==> config.mk <==
export PLATFORM = sky130hd
export DESIGN_NAME = spi_flash_arbiter_flat
export DESIGN_NICKNAME = d
export VERILOG_FILES = /design/src/rtl/spi_flash_arbiter_if.sv /design/src/rtl/spi_flash_arbiter.sv /design/src/flat_wrapper.sv
export SDC_FILE = /design/constraint.sdc
export NUM_CORES = 1
export LEC_CHECK = 0
export ABC_CLOCK_PERIOD_IN_PS = 3200
export BUFFER_PORTS_ARGS = -buffer_cell sky130_fd_sc_hd__buf_2
export CORE_AREA = 4 4 98 100
export CTS_CLUSTER_SIZE = 10
export DETAILED_ROUTE_END_ITERATION = 10
export DIE_AREA = 0 0 102 104
export GPL_TIMING_DRIVEN = 0
export PLACE_DENSITY_LB_ADDON = 0.2
export SYNTH_ARGS = -nofsm -noshare
export SYNTH_HDL_FRONTEND = slang
export SYNTH_SLANG_ARGS = --single-unit
==> constraint.sdc <==
create_clock -name clk -period 3.2 [get_ports clk]
set_input_delay 0.16 -clock clk [delete_from_list [all_inputs] [get_ports clk]]
set_output_delay 0.16 -clock clk [all_outputs]
set_load 0.05 [all_outputs]
==> src/rtl/spi_flash_arbiter_if.sv <==
// Purpose : bundles the CPU, loader-stream and SPI-engine signals of spi_flash_arbiter.
// Latency : none; this is wiring only.
// Backpressure: the loader stream uses ld_valid/ld_ready. The SPI side is paced by spi_busy.
// Ports: CPU  cpu_go/cpu_txd in, cpu_rxd/cpu_wait out
//        LD   ld_start/ld_addr/ld_len/ld_ready in, ld_data/ld_valid/ld_busy/ld_done out
//        SPI  spi_rxd/spi_busy in, spi_go/spi_txd/flash_cs_n out
// slave = arbiter view, master = environment view (CPU, loader sink, SPI engine).
interface spi_flash_arbiter_if;
   logic        cpu_go;
   logic [7:0]  cpu_txd;
   logic [7:0]  cpu_rxd;
   logic        cpu_wait;
   logic        ld_start;
   logic [23:0] ld_addr;
   logic [15:0] ld_len;
   logic [7:0]  ld_data;
   logic        ld_valid;
   logic        ld_ready;
   logic        ld_busy;
   logic        ld_done;
   logic        spi_go;
   logic [7:0]  spi_txd;
   logic [7:0]  spi_rxd;
   logic        spi_busy;
   logic        flash_cs_n;

   modport slave (
      input  cpu_go, cpu_txd, ld_start, ld_addr, ld_len, ld_ready, spi_rxd, spi_busy,
      output cpu_rxd, cpu_wait, ld_data, ld_valid, ld_busy, ld_done, spi_go, spi_txd, flash_cs_n
   );

   modport master (
      output cpu_go, cpu_txd, ld_start, ld_addr, ld_len, ld_ready, spi_rxd, spi_busy,
      input  cpu_rxd, cpu_wait, ld_data, ld_valid, ld_busy, ld_done, spi_go, spi_txd, flash_cs_n
   );
endinterface

==> src/rtl/spi_flash_arbiter.sv <==
// Purpose : shares one 8-bit SPI engine between single CPU byte transfers and a bulk flash-read loader.
// Latency : a request is latched and then served from IDLE on the next cycle. spi_go is issued one cycle after a byte state is entered.
// Backpressure: a read byte is held in LD_HOLD, and no spi_go is issued, until ld_ready is seen.
// Ports: clk/rst (synchronous, active-high) plus bus (spi_flash_arbiter_if.slave).
//        CPU requests and loader starts each have a single pending slot.
//        Only the loader drives flash_cs_n low.
module spi_flash_arbiter #(
   parameter logic [7:0]  CMD_READ = 8'h03,
   parameter int unsigned CS_GAP   = 2
) (
   input  logic                 clk,
   input  logic                 rst,
   spi_flash_arbiter_if.slave   bus
);

   typedef enum logic [3:0] {
      IDLE, CPU_X, LD_CSGAP, LD_CMD, LD_A2, LD_A1, LD_A0, LD_RD, LD_HOLD, LD_END
   } state_t;

   state_t      state_q, state_d;
   logic        cpu_pend_q, cpu_pend_d;
   logic [7:0]  cpu_byte_q, cpu_byte_d;
   logic        ld_pend_q, ld_pend_d;
   logic [23:0] addr_q, addr_d;
   logic [15:0] len_q, len_d;
   logic [15:0] gap_q, gap_d;
   logic        sent_q, sent_d;
   logic        busy_prev_q, busy_prev_d;
   logic        spi_go_q, spi_go_d;
   logic [7:0]  spi_txd_q, spi_txd_d;
   logic [7:0]  cpu_rxd_q, cpu_rxd_d;
   logic [7:0]  ld_data_q, ld_data_d;
   logic        ld_busy_q, ld_busy_d;
   logic        ld_done_q, ld_done_d;
   logic        cs_n_q, cs_n_d;

   logic        xfer_st;
   logic        spi_done;
   logic        gap_last;
   logic [7:0]  tx_byte;

   // The exchange is finished on the first low spi_busy after a high one.
   // Tracking the falling edge keeps this independent of how long the engine takes.
   assign spi_done = sent_q & busy_prev_q & ~bus.spi_busy;
   assign gap_last = (32'(gap_q) + 32'd1) >= CS_GAP;

   always_comb begin
      tx_byte = 8'hFF;
      case (state_q)
         CPU_X:   tx_byte = spi_txd_q;
         LD_CMD:  tx_byte = CMD_READ;
         LD_A2:   tx_byte = addr_q[23:16];
         LD_A1:   tx_byte = addr_q[15:8];
         LD_A0:   tx_byte = addr_q[7:0];
         default: tx_byte = 8'hFF;
      endcase
   end

   always_comb begin
      state_d     = state_q;
      cpu_pend_d  = cpu_pend_q;
      cpu_byte_d  = cpu_byte_q;
      ld_pend_d   = ld_pend_q;
      addr_d      = addr_q;
      len_d       = len_q;
      gap_d       = gap_q;
      sent_d      = sent_q;
      busy_prev_d = bus.spi_busy;
      spi_go_d    = 1'b0;
      spi_txd_d   = spi_txd_q;
      cpu_rxd_d   = cpu_rxd_q;
      ld_data_d   = ld_data_q;
      ld_busy_d   = ld_busy_q;
      ld_done_d   = 1'b0;
      cs_n_d      = cs_n_q;

      xfer_st = state_q inside {CPU_X, LD_CMD, LD_A2, LD_A1, LD_A0, LD_RD};

      // Every byte state issues exactly one exchange, and only when the engine is idle.
      if (xfer_st && !sent_q && !bus.spi_busy) begin
         spi_go_d  = 1'b1;
         spi_txd_d = tx_byte;
         sent_d    = 1'b1;
      end
      if (xfer_st && spi_done) begin
         sent_d = 1'b0;
      end

      case (state_q)
         IDLE: begin
            // A pending CPU byte always wins over a pending loader start.
            if (cpu_pend_q) begin
               state_d    = CPU_X;
               cpu_pend_d = 1'b0;
               spi_txd_d  = cpu_byte_q;   // frees the slot for a new request
               sent_d     = 1'b0;
            end else if (ld_pend_q) begin
               state_d   = LD_CSGAP;
               ld_pend_d = 1'b0;
               gap_d     = 16'd0;
            end
         end
         CPU_X: begin
            if (spi_done) begin
               cpu_rxd_d = bus.spi_rxd;
               state_d   = IDLE;
            end
         end
         LD_CSGAP: begin
            if (gap_last) begin
               cs_n_d  = 1'b0;
               sent_d  = 1'b0;
               state_d = LD_CMD;
            end else begin
               gap_d = gap_q + 16'd1;
            end
         end
         LD_CMD: if (spi_done) state_d = LD_A2;
         LD_A2:  if (spi_done) state_d = LD_A1;
         LD_A1:  if (spi_done) state_d = LD_A0;
         LD_A0:  if (spi_done) state_d = LD_RD;
         LD_RD: begin
            if (spi_done) begin
               ld_data_d = bus.spi_rxd;
               state_d   = LD_HOLD;
            end
         end
         LD_HOLD: begin
            if (bus.ld_ready) begin
               // Wrapping decrement: a start count of 0 runs 65536 bytes.
               len_d = len_q - 16'd1;
               if (len_q != 16'd1) begin
                  state_d = LD_RD;
               end else begin
                  cs_n_d    = 1'b1;
                  ld_done_d = 1'b1;
                  ld_busy_d = 1'b0;
                  gap_d     = 16'd0;
                  state_d   = LD_END;
               end
            end
         end
         LD_END: begin
            if (gap_last) begin
               state_d = IDLE;
            end else begin
               gap_d = gap_q + 16'd1;
            end
         end
         default: state_d = IDLE;
      endcase

      // Request capture. A loader start is accepted only when no job is active or queued.
      if (bus.ld_start && !ld_busy_q) begin
         ld_pend_d = 1'b1;
         ld_busy_d = 1'b1;
         addr_d    = bus.ld_addr;
         len_d     = bus.ld_len;
      end
      if (bus.cpu_go && !cpu_pend_d) begin
         cpu_pend_d = 1'b1;
         cpu_byte_d = bus.cpu_txd;
      end
   end

   always_ff @(posedge clk) begin
      if (rst) begin
         state_q     <= IDLE;
         cpu_pend_q  <= 1'b0;
         cpu_byte_q  <= 8'h00;
         ld_pend_q   <= 1'b0;
         addr_q      <= 24'h0;
         len_q       <= 16'h0;
         gap_q       <= 16'h0;
         sent_q      <= 1'b0;
         busy_prev_q <= 1'b0;
         spi_go_q    <= 1'b0;
         spi_txd_q   <= 8'h00;
         cpu_rxd_q   <= 8'h00;
         ld_data_q   <= 8'h00;
         ld_busy_q   <= 1'b0;
         ld_done_q   <= 1'b0;
         cs_n_q      <= 1'b1;
      end else begin
         state_q     <= state_d;
         cpu_pend_q  <= cpu_pend_d;
         cpu_byte_q  <= cpu_byte_d;
         ld_pend_q   <= ld_pend_d;
         addr_q      <= addr_d;
         len_q       <= len_d;
         gap_q       <= gap_d;
         sent_q      <= sent_d;
         busy_prev_q <= busy_prev_d;
         spi_go_q    <= spi_go_d;
         spi_txd_q   <= spi_txd_d;
         cpu_rxd_q   <= cpu_rxd_d;
         ld_data_q   <= ld_data_d;
         ld_busy_q   <= ld_busy_d;
         ld_done_q   <= ld_done_d;
         cs_n_q      <= cs_n_d;
      end
   end

   assign bus.spi_go     = spi_go_q;
   assign bus.spi_txd    = spi_txd_q;
   assign bus.cpu_rxd    = cpu_rxd_q;
   assign bus.cpu_wait   = cpu_pend_q | (state_q == CPU_X);
   assign bus.ld_data    = ld_data_q;
   assign bus.ld_valid   = (state_q == LD_HOLD);
   assign bus.ld_busy    = ld_busy_q;
   assign bus.ld_done    = ld_done_q;
   assign bus.flash_cs_n = cs_n_q;

endmodule

==> src/flat_wrapper.sv <==
// flat-port wrapper written by rule: the top's interface ports become plain ports
module spi_flash_arbiter_flat 
#(
   parameter logic [7:0]  CMD_READ = 8'h03,
   parameter int unsigned CS_GAP   = 2
)
  (clk, rst, bus_cpu_go, bus_cpu_txd, bus_ld_start, bus_ld_addr, bus_ld_len, bus_ld_ready, bus_spi_rxd, bus_spi_busy, bus_cpu_rxd, bus_cpu_wait, bus_ld_data, bus_ld_valid, bus_ld_busy, bus_ld_done, bus_spi_go, bus_spi_txd, bus_flash_cs_n);
  spi_flash_arbiter_if bus_i ();
  input  logic clk;
  input  logic rst;
  input wire logic [$bits(bus_i.cpu_go)-1:0] bus_cpu_go;
  input wire logic [$bits(bus_i.cpu_txd)-1:0] bus_cpu_txd;
  input wire logic [$bits(bus_i.ld_start)-1:0] bus_ld_start;
  input wire logic [$bits(bus_i.ld_addr)-1:0] bus_ld_addr;
  input wire logic [$bits(bus_i.ld_len)-1:0] bus_ld_len;
  input wire logic [$bits(bus_i.ld_ready)-1:0] bus_ld_ready;
  input wire logic [$bits(bus_i.spi_rxd)-1:0] bus_spi_rxd;
  input wire logic [$bits(bus_i.spi_busy)-1:0] bus_spi_busy;
  output wire logic [$bits(bus_i.cpu_rxd)-1:0] bus_cpu_rxd;
  output wire logic [$bits(bus_i.cpu_wait)-1:0] bus_cpu_wait;
  output wire logic [$bits(bus_i.ld_data)-1:0] bus_ld_data;
  output wire logic [$bits(bus_i.ld_valid)-1:0] bus_ld_valid;
  output wire logic [$bits(bus_i.ld_busy)-1:0] bus_ld_busy;
  output wire logic [$bits(bus_i.ld_done)-1:0] bus_ld_done;
  output wire logic [$bits(bus_i.spi_go)-1:0] bus_spi_go;
  output wire logic [$bits(bus_i.spi_txd)-1:0] bus_spi_txd;
  output wire logic [$bits(bus_i.flash_cs_n)-1:0] bus_flash_cs_n;
  assign bus_i.cpu_go = bus_cpu_go;
  assign bus_i.cpu_txd = bus_cpu_txd;
  assign bus_i.ld_start = bus_ld_start;
  assign bus_i.ld_addr = bus_ld_addr;
  assign bus_i.ld_len = bus_ld_len;
  assign bus_i.ld_ready = bus_ld_ready;
  assign bus_i.spi_rxd = bus_spi_rxd;
  assign bus_i.spi_busy = bus_spi_busy;
  assign bus_cpu_rxd = bus_i.cpu_rxd;
  assign bus_cpu_wait = bus_i.cpu_wait;
  assign bus_ld_data = bus_i.ld_data;
  assign bus_ld_valid = bus_i.ld_valid;
  assign bus_ld_busy = bus_i.ld_busy;
  assign bus_ld_done = bus_i.ld_done;
  assign bus_spi_go = bus_i.spi_go;
  assign bus_spi_txd = bus_i.spi_txd;
  assign bus_flash_cs_n = bus_i.flash_cs_n;
  spi_flash_arbiter #(.CMD_READ(CMD_READ), .CS_GAP(CS_GAP)) u_core (.clk(clk), .rst(rst), .bus(bus_i));
endmodule
=== Word-level counts from Yosys, hierarchy flattened ===
Index checks and enable logic that the tools add are counted.

* $lt $le $gt $ge: 1
* Reduce and logical (&&, ||, !) cells: 26
* $add $sub $neg: 3
* Mux-type cells: 46
* Equal/unequal tests: 26
* Bitwise logic cells: 6

{| class="wikitable"
|+ Operators with widths
! kind !! number
|-
| two-way mux 16 bit || 8
|-
| two-way mux 4 bit || 12
|-
| one-hot mux 16 bit (3 select lines) || 1
|-
| one-hot mux 4 bit (10 select lines) || 1
|-
| one-hot mux 8 bit (5 select lines) || 1
|-
| >= comparator 32 x 2 -> 1 bit (second input constant) || 1
|-
| two-way mux 8 bit || 3
|-
| two-way mux 1 bit || 18
|-
| inequality test 2 x 1 -> 1 bit (second input constant) || 9
|-
| adder 16 x 1 -> 17 bit (second input constant) || 1
|-
| adder 16 x 1 -> 16 bit (second input constant) || 1
|-
| == test 4 x 3 -> 1 bit (second input constant) || 4
|-
| inequality test 16 x 1 -> 1 bit (second input constant) || 1
|-
| subtractor 16 x 1 -> 16 bit (second input constant) || 1
|-
| inequality test 2 bit (second input constant) || 6
|-
| AND reduction 10 bit || 1
|-
| == test 4 x 2 -> 1 bit (second input constant) || 2
|-
| == test 4 bit (second input constant) || 2
|-
| AND reduction 2 bit || 4
|-
| nonzero test 2 bit || 4
|-
| AND reduction 6 bit || 1
|-
| nonzero test 6 bit || 1
|-
| logical AND 1 bit || 5
|-
| == test 4 x 1 -> 1 bit (second input constant) || 1
|-
| other kinds (12) || 19
|}

* Output and inout bits: 30
* Register bits after elaboration: 100
* Input port bits: 62

=== Depth between registers and ports, before layout ===
* Word-level depth: 8
* Mapped depth: 11

=== Worst setup path after synthesis ===
OpenSTA, ideal clock, no wires.

* Kind: reg-to-reg
* From: reg u_core.gap_q[0]
* To: reg u_core.sent_q
* Required time: 3.100 ns
* Setup slack: 0.847 ns
* Data arrival time: 2.254 ns
* Cell stages (with the launch flop): 8
* Period minus slack after synthesis: 2.353 ns
* Path through: dfxtp_1 ha_1 nand4_2 nor3_2 a2111oi_1 a41oi_2 or4_4 a2111oi_4

* Longest elaborated chain between the ends: 4

{| class="wikitable"
|+ Ends and longest elaborated chain
! what !! line !! source
|-
| start: declaration || spi_flash_arbiter.sv:26 || <nowiki>logic [15:0] gap_q, gap_d;</nowiki>
|-
| start signal: assignment || spi_flash_arbiter.sv:191 || <nowiki>gap_q <= gap_d;</nowiki>
|-
| adder 16 x 1 -> 17 bit || spi_flash_arbiter.sv:45 || <nowiki>assign gap_last = (32'(gap_q) + 32'd1) >= CS_GAP;</nowiki>
|-
| >= comparator 32 x 2 -> 1 bit || spi_flash_arbiter.sv:45 ||
|-
| two-way mux 1 bit || spi_flash_arbiter.sv:110 || <nowiki>if (gap_last) begin</nowiki>
|-
| one-hot mux 1 bit (2 select lines) || spi_flash_arbiter.sv:89 || <nowiki>case (state_q)</nowiki>
|-
| end signal: assignment || spi_flash_arbiter.sv:192 || <nowiki>sent_q <= sent_d;</nowiki>
|-
| end: declaration || spi_flash_arbiter.sv:27 || <nowiki>logic sent_q, sent_d;</nowiki>
|}

Every way passes these cells.
A chain may end at the register's enable or synchronous reset.

=== Worst setup path in the final report ===
* From: reg u_core.gap_q[0]
* To: reg u_core.gap_q[3]

* Longest elaborated chain between the ends: 4

{| class="wikitable"
|+ Ends and longest elaborated chain
! what !! line
|-
| adder 16 x 1 -> 17 bit || spi_flash_arbiter.sv:45
|-
| >= comparator 32 x 2 -> 1 bit || spi_flash_arbiter.sv:45
|-
| inequality test 2 bit (no source line) || -
|-
| AND reduction 6 bit (no source line) || -
|}

Parallel ways exist; a longest one is shown, timed or not. The select of a mux whose other input is x is not followed.

==> impl_metrics.yaml <==
synthesis:
  synth_edf_count: 0
  synth_mux_area_share_pct: 5.52
  syn-instance-count: 557
  ys_seq_elements: 100
  yosys_warnings: 0
  synthXorXnorAreaFrac_pct: 3.00
  synth_compound_area_share_pct: 20.1
  synth_area_mm2: 0.00467
  avgSynthCellArea_um2: 8.39
  synth.distinct_cells: 60
  yosysSeqAreaShare_pct: 42.9
  syn-num-nets: 623
  synth_top_family_by_area: "simple AND/OR/NAND/NOR gates"
  synth_adder_area_share_pct: 1.07
  ys.flop_type: "dfxtp_1"
  async_flop_share_pct: 0
  synthSimpleGateAreaFrac_pct: 23.2
power:
  leakagePower_nw: 2.11
  switching_share_pct: 38.2
  pwr-share-clk_pct: 24.7
  finalPower_mw: 3.43
  netSwitchingPower_mw: 1.31
  power_frac_seq_pct: 41.8
  intPower_mw: 2.12
  powerDensity_mw_per_mm2: 628
  pwr-share-comb_pct: 33.4
  ir_worst_vdd_uv: 465
final_layout:
  stdcell_count: 770
  drive_gt1_share_pct: 20.7
  final_cell_area_mm2: 0.00546
  layout_commonest_cell: "dfxtp_1"
  nets: 723
  mostFrequentLayoutCells: "dfxtp_1 (100), buf_2 (97), nand2_1 (79)"
  diodes: 0
  area_growth_pct: 16.8
setup_path:
  worstSetupEndpointType: "register"
  worstPathArrival_ps: 3130
  crit_chain: "ha_1, nand4_2, nor3_2, a2111oi_1, a41oi_2, o31ai_1, buf_2, a21boi_0"
  worstPathRequired_ps: 3460
  cp_slowest_cell: "o31ai_1"
  regToRegEndpoint: "u_core.gap_q[3]"
  worstSetupPathType: "reg2reg"
  crit_path_max_fanout: 10
  ff2ff_setup_slack_ps: 320
  r2r_start: "u_core.gap_q[0]"
  cpPeakStageDelay_ps: 710
  crit_path_start_kind: "register"
  r2r.worst_path.cells: 8
clocking:
  htreeDepth: 3
  clk_pin_slew_ps: 100
  cts_resized: 0
  clock_path_buffers: 2
  cts_setup_buffers: 0
  postCtsHoldBufs: 0
  numCtsBuffers: 9
  root_buffer: "clkbuf_8"
  cts_tree: "yes"
  clock-sinks: 100
  clk_latency_ps: 370
place:
  placed_cells: 754
  hpwl_mm: 9.04
  gp_congestion: 0.933
  place_area_mm2: 0.00525
  dp_slack_ps: 434
  port_buffers: 89
grt:
  grt_max_degree: 19
  grt_pass1_vias: 4225
  grt_usage_pct: 22.9
  grt_pass1_wl_mm: 19.9
  antenna_found_initial: 0
  grt_overflow: 0
floorplan:
  design.die.area_mm2: 0.0106
  rows: 34
  core_mm2: 0.00868
  dieHeight_um: 104
  initial_core_util_pct: 53.8
  io_pins: 92
  die_w_um: 102
run_status:
  outcome: "finished, final reports clean"
route:
  via_per_inst: 5.72
  avgRoutedWirePerCell_um: 15.6
  drt_iter0_markers: 309
  drc: 0
  routed-wl-met2_mm: 5.46
  wirelength_mm: 12.0
  drtAntennaViolNets: 0
  met1Wirelength_mm: 5.48
  wl_met3_um: 764
  top_layer: "met4"
  drtPass1Iterations: 6
  vias: 4406
sta:
  fin_skew_ps: 13.0
  layout_min_cycle_time_ps: 2880
  drv_slew: 0
  finalHoldViolCount: 0
  clock.fmax_ghz: 0.348
  min_period_over_period_pct: 89.9
  tightest_slew_ps: 883
  finalSetupTns_ps: 0
  final-setup-viol-count: 0
  grt_setup_unrepaired: "false"
  max-slew-margin-rel_pct: 40.8
  setup_ws_ps: 325
min_path:
  hp-class: "in2reg"
  worstHoldPathCells: 3
  hold_start: "bus_ld_addr[19]"
  hold_end: "u_core.addr_q[19]"
flow_run:
  drv_cap: 0
## area by class of cell
type / instances / area, um2
plain buffers: 38 / 153
clock buffers: 9 / 124
clock inverters: 7 / 82.6
fillers: 791 / 3220
inverters: 12 / 45.0
multi-input cells: 407 / 2470
flip-flops and latches: 100 / 2000
well taps: 108 / 135
repair buffers: 89 / 445
## logic make-up after synthesis
| family | Yosys count |
|---|---|
| buffers and inverters | 50 |
| xor gates and xnor gates | 16 |
| adders and majority gates | 4 |
| and+or+nand+nor | 222 |
| DFF | 100 |
| muxes | 25 |
| AOI/OAI and AO/OA | 140 |
## power groups by stage
stage                     combinational (mW)  clock [mW]  sequential (mW)
after floorplan                        0.716           0             1.58
after global routing                    1.27       0.906             1.44
after global placement                  1.11           0             1.46
final                                   1.15       0.848             1.43
after CTS                               1.14       0.853             1.43
after detailed placement                1.13           0             1.46
## worst max-delay path by stage
stage                      endpoint  depth (start not counted)       startpoint  slack [ps]
floorplan             u_core.sent_q                          7  u_core.gap_q[0]         850
global placement    u_core.gap_q[3]                          8  u_core.gap_q[0]         450
detailed placement  u_core.gap_q[4]                          8  u_core.gap_q[0]         430
CTS                 u_core.gap_q[4]                          8  u_core.gap_q[0]         350
global route        u_core.gap_q[9]                          8  u_core.gap_q[0]         120
finish              u_core.gap_q[3]                          8  u_core.gap_q[0]         320
## sequential cells by signal (all words and copies together) (netlist names)
signal                 cells
u_core.ld_pend_q           1
u_core.bus.cpu_rxd         8
u_core.cpu_byte_q          8
u_core.gap_q              16
u_core.cpu_pend_q          1
u_core.addr_q             24
u_core.bus.spi_txd         8
u_core.busy_prev_q         1
u_core.sent_q              1
u_core.bus.ld_done         1
u_core.len_q              16
u_core.bus.ld_data         8
u_core.bus.ld_busy         1
u_core.bus.flash_cs_n      1
u_core.bus.spi_go          1
u_core.state_q             4
## per-layer routing
metal	vias to the layer above	track usage [%]
li1	2193	-
met1	2048	32.1
met2	136	34.8
met3	29	4.43
met4	0	8.43
met5	-	0
## metrics by stage
step | hold slack, ps | utilization, %
after global placement | 402 | 60.5
after detailed placement | 407 | 60.5
after CTS | 8.75 | 62.9
after global routing | 16.3 | 62.9
final | 19.1 | 62.9
after floorplan | 288 | -
## synth_stat cells (all sizes together) (6+ instances only)
master    n  area, um2
nor3     16       95.1
mux2      6       67.6
nand2    79        297
or3       9       57.6
a21oi    59        295
nand3    13       65.1
dfxtp   100       2000
mux2i    19        190
a311oi    6       52.6
o21ai    12       60.1
inv      12       45.0
buf      10       47.6
nor4      7       50.1
nand4    11       81.3
o221ai    6       52.6
a21boi   11       82.6
nor2     57        214
a211oi   20        150
clkbuf   28        105
xnor2    12        105
## worst max-delay path: cells and delay by family, from the launching register on
kind | cells | cell delay [ps]
DFF | 1 | 400
and+or+nand+nor | 2 | 240
adders and majority gates | 1 | 260
AOI/OAI and AO/OA | 4 | 1540
buffers and inverters | 1 | 330
Note: power is estimated with default switching activity, not from simulation.
